[config.mk]
export PLATFORM = sky130hd
export DESIGN_NAME = dds_sweep_ctrl
export DESIGN_NICKNAME = d
export VERILOG_FILES = /design/src/rtl/dds_sweep_ctrl.sv
export SDC_FILE = /design/constraint.sdc
export NUM_CORES = 1
export LEC_CHECK = 0
export BUFFER_PORTS_ARGS = -buffer_cell sky130_fd_sc_hd__buf_2
export CAP_MARGIN = 20
export CORE_MARGIN = 2
export CORE_UTILIZATION = 37
export CTS_CLUSTER_DIAMETER = 60
export DETAILED_ROUTE_END_ITERATION = 7
export PLACE_DENSITY = 0.56
export SYNTH_ARGS = -nofsm -noshare
export SYNTH_HDL_FRONTEND = slang
export SYNTH_SLANG_ARGS = --single-unit
[constraint.sdc]
create_clock -name clk -period 4.8 [get_ports clk]
set_input_delay 0.72 -clock clk [delete_from_list [all_inputs] [get_ports clk]]
set_output_delay 0.72 -clock clk [all_outputs]
set_load 0.005 [all_outputs]
[src/rtl/dds_sweep_ctrl.sv]
// Frequency-sweep sequencer for the DDS phase accumulator: steps a tuning word
// from a start to a stop value, holding each word for a programmable dwell.
module dds_sweep_ctrl #(
    parameter int N       = 10,
    parameter int DWELL_W = 16
) (
    input  logic               clk,
    input  logic               rst_n,
    input  logic               start,
    input  logic               abort,
    input  logic [N-1:0]       cfg_start,
    input  logic [N-1:0]       cfg_stop,
    input  logic [N-1:0]       cfg_step,
    input  logic [DWELL_W-1:0] cfg_dwell,
    input  logic               cfg_mode,
    output logic [N-1:0]       phase_inc,
    output logic               inc_valid,
    output logic               busy,
    output logic               done,
    output logic               cfg_err
);

    localparam logic [1:0] S_IDLE  = 2'd0;
    localparam logic [1:0] S_DWELL = 2'd1;
    localparam logic [1:0] S_DONE  = 2'd2;

    logic [1:0]         state_q,     state_d;
    logic [N-1:0]       phase_inc_q, phase_inc_d;
    logic               inc_valid_q, inc_valid_d;
    logic               busy_q,      busy_d;
    logic               done_q,      done_d;
    logic               cfg_err_q,   cfg_err_d;
    logic [DWELL_W-1:0] cnt_q,       cnt_d;
    logic [N-1:0]       start_q,     start_d;
    logic [N-1:0]       stop_q,      stop_d;
    logic [N-1:0]       step_q,      step_d;
    logic [DWELL_W-1:0] dwell_q,     dwell_d;
    logic               mode_q,      mode_d;
    logic [N:0]         next_word;

    // One extra bit so a step past the top of the range is seen as > stop
    // rather than wrapping back into range.
    assign next_word = {1'b0, phase_inc_q} + {1'b0, step_q};

    always_comb begin
        // NOTE: every _d gets a default up front so no path through the case
        // leaves a signal unassigned, which would otherwise infer a latch.
        state_d     = state_q;
        phase_inc_d = phase_inc_q;
        inc_valid_d = inc_valid_q;
        busy_d      = busy_q;
        done_d      = 1'b0;
        cfg_err_d   = 1'b0;
        cnt_d       = cnt_q;
        start_d     = start_q;
        stop_d      = stop_q;
        step_d      = step_q;
        dwell_d     = dwell_q;
        mode_d      = mode_q;

        case (state_q)
            S_IDLE: begin
                if (start && !abort) begin
                    if (cfg_step == '0 || cfg_start > cfg_stop) begin
                        cfg_err_d = 1'b1;
                    end else begin
                        start_d     = cfg_start;
                        stop_d      = cfg_stop;
                        step_d      = cfg_step;
                        dwell_d     = cfg_dwell;
                        mode_d      = cfg_mode;
                        phase_inc_d = cfg_start;
                        inc_valid_d = 1'b1;
                        busy_d      = 1'b1;
                        cnt_d       = cfg_dwell;
                        state_d     = S_DWELL;
                    end
                end
            end

            S_DWELL: begin
                if (abort) begin
                    state_d     = S_IDLE;
                    phase_inc_d = '0;
                    inc_valid_d = 1'b0;
                    busy_d      = 1'b0;
                end else if (cnt_q != '0) begin
                    cnt_d = cnt_q - 1'b1;
                end else if (next_word <= {1'b0, stop_q}) begin
                    phase_inc_d = next_word[N-1:0];
                    cnt_d       = dwell_q;
                end else if (mode_q) begin
                    phase_inc_d = start_q;
                    cnt_d       = dwell_q;
                end else begin
                    state_d     = S_DONE;
                    done_d      = 1'b1;
                    phase_inc_d = '0;
                    inc_valid_d = 1'b0;
                    busy_d      = 1'b0;
                end
            end

            S_DONE: begin
                state_d = S_IDLE;
            end

            default: begin
                state_d     = S_IDLE;
                phase_inc_d = '0;
                inc_valid_d = 1'b0;
                busy_d      = 1'b0;
            end
        endcase
    end

    // NOTE: sequential state uses non-blocking assignments only, so every flop
    // samples the pre-edge value of the others regardless of statement order.
    always_ff @(posedge clk or negedge rst_n) begin
        if (!rst_n) begin
            state_q     <= S_IDLE;
            phase_inc_q <= '0;
            inc_valid_q <= 1'b0;
            busy_q      <= 1'b0;
            done_q      <= 1'b0;
            cfg_err_q   <= 1'b0;
            cnt_q       <= '0;
            start_q     <= '0;
            stop_q      <= '0;
            step_q      <= '0;
            dwell_q     <= '0;
            mode_q      <= 1'b0;
        end else begin
            state_q     <= state_d;
            phase_inc_q <= phase_inc_d;
            inc_valid_q <= inc_valid_d;
            busy_q      <= busy_d;
            done_q      <= done_d;
            cfg_err_q   <= cfg_err_d;
            cnt_q       <= cnt_d;
            start_q     <= start_d;
            stop_q      <= stop_d;
            step_q      <= step_d;
            dwell_q     <= dwell_d;
            mode_q      <= mode_d;
        end
    end

    assign phase_inc = phase_inc_q;
    assign inc_valid = inc_valid_q;
    assign busy      = busy_q;
    assign done      = done_q;
    assign cfg_err   = cfg_err_q;

endmodule

=== Word level (Yosys, flattened, before mapping) ===
Index checks and enable logic that the tools add are counted.

* Flip-flop bits (word level): 78
* Input port bits: 51
* Logic and storage cells: 74

* $add $sub $neg: 2
* Order comparisons: 2
* Equal/unequal tests: 9
* Multiplexer cells: 36
* Bitwise operators: 2
* Reduce and logical (&&, ||, !) cells: 12

{| class="wikitable"
|+ Operators by type and width
! kind !! count
|-
| $mux 16 || 6
|-
| $mux 10 || 6
|-
| $pmux 16 s2 || 1
|-
| $pmux 10 s3 || 1
|-
| $reduce_bool 16->1 || 1
|-
| $sub 16x1->16 const B || 1
|-
| $mux 1 || 14
|-
| $mux 2 || 6
|-
| $add 10x10->11 || 1
|-
| $le 11x10->1 || 1
|-
| $gt 10x10->1 || 1
|-
| $logic_not 10->1 || 1
|-
| $reduce_and 5->1 || 2
|-
| $ne 3x3->1 const B || 3
|-
| $ne 2x2->1 const B || 3
|-
| $reduce_and 6->1 || 1
|-
| $ne 4x4->1 const B || 1
|-
| $pmux 2 s2 || 1
|-
| $reduce_and 4->1 || 1
|-
| $pmux 1 s3 || 1
|-
| $reduce_and 3->1 || 1
|-
| $eq 2x1->1 const B || 1
|-
| $eq 2x2->1 const B || 1
|-
| $logic_not 2->1 || 1
|-
| other kinds (5) || 6
|}

=== Depth between registers and ports, before layout ===
* Word-level depth: 6
* Depth in mapped cells: 17

=== Worst setup path before layout ===
Ideal clock, no wire load.

* Path kind: reg2reg
* Start: register phase_inc_q[0], in the netlist phase_inc[0]
* End: register phase_inc_q[5], in the netlist phase_inc[5]
* Arrival time: 3.640 ns
* Data required time: 4.680 ns
* Setup slack: 1.040 ns
* Cell stages (with the launch flop): 18
* Cells stage by stage: dfrtp_1 > ha_1 > inv_1 > fa_1 > nor2b_1 > o31ai_1 > a211oi_1 > nor2_1 > xnor2_1 > ha_1 > a211oi_1 > nand2_1 > o311a_1 > nor3_1 > buf_2 > mux2i_1 > o221ai_1 > o211a_1

* Cells in the longest elaborated chain, start to end: 6

{| class="wikitable"
|+ Ends and longest elaborated chain
! what !! RTL line !! source
|-
| from (decl) || 28 || <nowiki>logic [N-1:0] phase_inc_q, phase_inc_d;</nowiki>
|-
| from (signal assigned) || 135 || <nowiki>phase_inc_q <= phase_inc_d;</nowiki>
|-
| $add 10x10->11 * || 43 || <nowiki>assign next_word = {1'b0, phase_inc_q} + {1'b0, step_q};</nowiki>
|-
| $le 11x10->1 || 89 || <nowiki>end else if (next_word <= {1'b0, stop_q}) begin</nowiki>
|-
| $mux 10 * || 89 ||
|-
| $mux 10 * || 87 || <nowiki>end else if (cnt_q != '0) begin</nowiki>
|-
| $mux 10 * || 82 || <nowiki>if (abort) begin</nowiki>
|-
| $pmux 10 s3 * || 61 || <nowiki>case (state_q)</nowiki>
|}

Mark *: on every way between the ends. The rest lies on a longest branch, timed or not. The select of a mux whose other input is x is not followed.
A chain may end at the register's enable or synchronous reset.

=== Worst setup path after layout ===
* Start: register phase_inc_q[0], in the netlist phase_inc[0]
* End: register phase_inc_q[4], in the netlist phase_inc[4]

The elaborated chain is that of the path after synthesis.

==> impl_metrics.tcl <==
set metrics [dict create \
    clock_path_buffers 2 \
    post-synth-top-area-fraction_pct 40.9 \
    core.rowCount 41 \
    grt_use_total_pct 18.7 \
    crit_path_start_kind "flop" \
    crit_required_ps 5020 \
    insertedDiodeCount 0 \
    postRouteWirelength_um 12200 \
    core-area_mm2 0.0126 \
    clkLatencyLatePin_ps 340 \
    finalHoldViolCount 0 \
    postSynth.topFlopCell "dfrtp_1" \
    initial_core_util_pct 37.8 \
    final_design_area_no_fill_mm2 0.00555 \
    drcViolationCount 0 \
    synth_simple_gate_area_share_pct 16.2 \
    seqPwrFrac_pct 28.2 \
    synth.avg_cell_area_um2 9.22 \
    cts_inserted_buffers 9 \
    syn_to_final_growth_pct 16.1 \
    cell_at_the_root_of_the_clock_tree "clkbuf_16" \
    vdd_ir_drop_max_v 0.000304 \
    setup.worst_path.class "flop to flop" \
    post-synth-top-area-cell "dfrtp_1" \
    dominant_combinational_cell_family_by_area_after_synthesis "compound AO/OA/AOI/OAI gates" \
    yosys.area_share.xor_xnor_pct 2.93 \
    power_internal_mw 2.49 \
    worst-endpoint-arrival_ps 4490 \
    timing.critical_path.from "phase_inc[0]$_DFFE_PN0P_" \
    post_cts_buffers 0 \
    timing.hold.ws_ps 284 \
    routed-via-count 3889 \
    switching_share_pct 42.5 \
    floorplan.die.width_um 118 \
    global_route_met1_usage_pct 24.0 \
    detailedPlacementHpwl_um 9100 \
    grt_antenna_before_repair 0 \
    grt_setup_unrepaired "no" \
    die_area_mm2 0.0138 \
    grt_start_max_net_pins 66 \
    max-slew-margin-rel_pct 35.9 \
    net_sw_power_mw 1.84 \
    mappedNetlistArea_mm2 0.00478 \
    power.density_mw_per_mm2 781 \
    final_period_minus_worst_setup_slack_ps 4270 \
    power.share.combinational_pct 55.3 \
    worstRegToRegCells 15 \
    placedInstanceArea_mm2 0.00524 \
    max_clock_freq_mhz 234 \
    synth-warning-count 0 \
    h_tree_depth 3 \
    synth-async-reset-ratio_pct 100 \
    max-cap-violations 0 \
    clkSlewWorstSetupHoldPaths_ps 60 \
    final.period_utilization_pct 88.9 \
    synth.mux.area_fraction_pct 9.80 \
    power.leakage_nw 2.50 \
    routedWlPerCell_um 16.3 \
    number_of_global_route_vias_before_repair 4043 \
    worst_setup_path_end_kind "flop" \
    global_route.overflow_total 0 \
    finalClockSkew_ps 5.73 \
    drive_gt1_share_pct 22.7 \
    clock_sinks 78 \
    post_synth_num_cell_types 56 \
    die_y_um 118 \
    min-delay-path-class "primary input to async pin" \
    holdBufCountCts 0 \
    synthesis.instances 518 \
    worstMarginPinSlew_ps 960 \
    worst-path-max-fanout 11 \
    drtPass1Iterations 4 \
    synthAdderAreaFrac_pct 8.80 \
    place.port_buffers 64 \
    synth_enable_flop_cells 0 \
    ioPinCount 65 \
    synth_compound_gate_area_share_pct 16.2 \
    finalMaxSlewViolations 0 \
    status "completed" \
    setup-tns-final_ps 0 \
    power.share.clock_pct 16.6 \
    nNetsFinal 658 \
    routability_congestion_estimate 0.875 \
    rr_startpoint "phase_inc[0]$_DFFE_PN0P_" \
    grt-busiest-layer "met2" \
    postSynthRegisterBits 78 \
    met3_usage_pct 3.92 \
    synth_seq_area_share_pct 40.9 \
    drt_iter0_markers 165 \
    antenna_violating_nets_post_route 0 \
    ys_top_cells_by_area "dfrtp_1, mux2_2, ha_1, o21ai_0, nand2_1" \
    synth_nets 602 \
    post_cts_resized 0 \
    setup-violations-final 0 \
    viasPerCell 5.19 \
    grt_first_pass_wirelength_um 20800 \
    clock_tree_from_tritoncts "built" \
    grt_util_met2_pct 32.2 \
]
-- state kept, by name, summed over array words and instances, names as in the netlist --
register   count
cfg_err        1
busy           1
step_q        10
mode_q         1
cnt_q         16
state_q        2
done           1
stop_q        10
start_q       10
dwell_q       16
phase_inc     10
-- critical path, cell delays in order (launching register included) --
cell      delay, ps
dfrtp_1         400
ha_1            210
inv_1            70
fa_1            210
nor2b_1          70
o31ai_1         440
a21boi_0        460
ha_1            340
a211oi_1        240
nor2_1           70
o311a_1         330
nor3_2          360
buf_4           260
mux2_2          350
a221oi_1        290
nor2_1           60
-- stage by stage --
stage / util, % / power [mW] / setup WS (ps) / std cells
2_1_floorplan: - / 2.98 / 1040 / 518
3_3_place_gp: 41.5 / 3.52 / 730 / 735
3_5_place_dp: 41.5 / 3.60 / 557 / 735
4_1_cts: 43.9 / 4.35 / 551 / 750
5_1_grt: 43.9 / 4.74 / 133 / 750
6_report: 43.9 / 4.33 / 534 / 750
-- power groups by stage --
stage	sequential (mW)	combinational, mW	clock, mW
final	1.22	2.39	0.717
after floorplan	1.15	1.83	0
after global routing	1.26	2.70	0.773
after global placement	1.22	2.31	0
after CTS	1.22	2.39	0.737
after detailed placement	1.23	2.37	0
-- final cells by class --
type | instances | area [um^2]
sequential | 78 | 1950
clock inverter | 5 | 75.1
timing repair buffer | 69 | 360
multi-input combinational | 382 | 2590
fill | 1310 | 7070
tap | 172 | 215
inverter | 34 | 128
clock buffer | 10 | 229
-- per-layer routing --
layer  wire, um  vias to the layer above
met1       5670                     1875
li1           -                     1939
met4        139                        0
met2       6010                       64
met5          0                        -
met3        387                       11
-- path summary, 6_finish.rpt --
kind                                             to  slack, ps
max                        phase_inc[4]$_DFFE_PN0P_        530
min                           stop_q[6]$_DFFE_PN0P_        280
min in group clk             dwell_q[2]$_DFFE_PN0P_        510
min reg2reg                  dwell_q[2]$_DFFE_PN0P_        510
max reg2reg                phase_inc[4]$_DFFE_PN0P_        530
max in group asynchronous   dwell_q[12]$_DFFE_PN0P_       3490
-- logic make-up (layout without fill, tap and decap cells) --
group                      Yosys count  in the layout
and+or+nand+nor                    164            164
AOI/OAI and AO/OA                  127            127
DFF                                 78             78
buffers and inverters               58            118
muxes                               42             42
adders and majority gates           33             33
xor gates and xnor gates            16             16
-- layout by cell type (no fill, tap or decap), types with 3 or more instances in the layout --
cell / instances
buf_2: 63
nand2b_1: 5
o21ai_0: 44
dfrtp_1: 78
inv_1: 34
or3_1: 3
a31oi_1: 3
and2_1: 3
mux2_2: 38
clkinv_2: 3
a22oi_1: 5
o21a_1: 3
a211oi_1: 15
nor2_1: 51
xnor2_1: 12
nor4_1: 4
a21oi_1: 30
nand4_1: 5
mux2i_1: 4
clkbuf_16: 9
nand2_1: 53
nor2b_1: 3
xor2_1: 4
ha_1: 32
nand3_1: 11
nor3_1: 9
buf_4: 6
o22ai_1: 3
-- synth_stat cells, types with 3 or more instances --
cell type,n
a21oi_1,30
buf_6,3
and2_1,3
nand2b_1,5
mux2_2,38
a22oi_1,5
nor2_1,51
or3_1,3
nand4_1,5
nor2b_1,3
o21ai_0,44
o22ai_1,3
o21a_1,3
clkbuf_1,16
nor3_1,10
xnor2_1,12
a31oi_1,3
nand3_1,11
a211oi_1,15
mux2i_1,4
nand2_1,53
inv_1,34
ha_1,32
buf_2,4
xor2_1,4
dfrtp_1,78
nor4_1,5
Note: power is estimated with default switching activity, not from simulation.
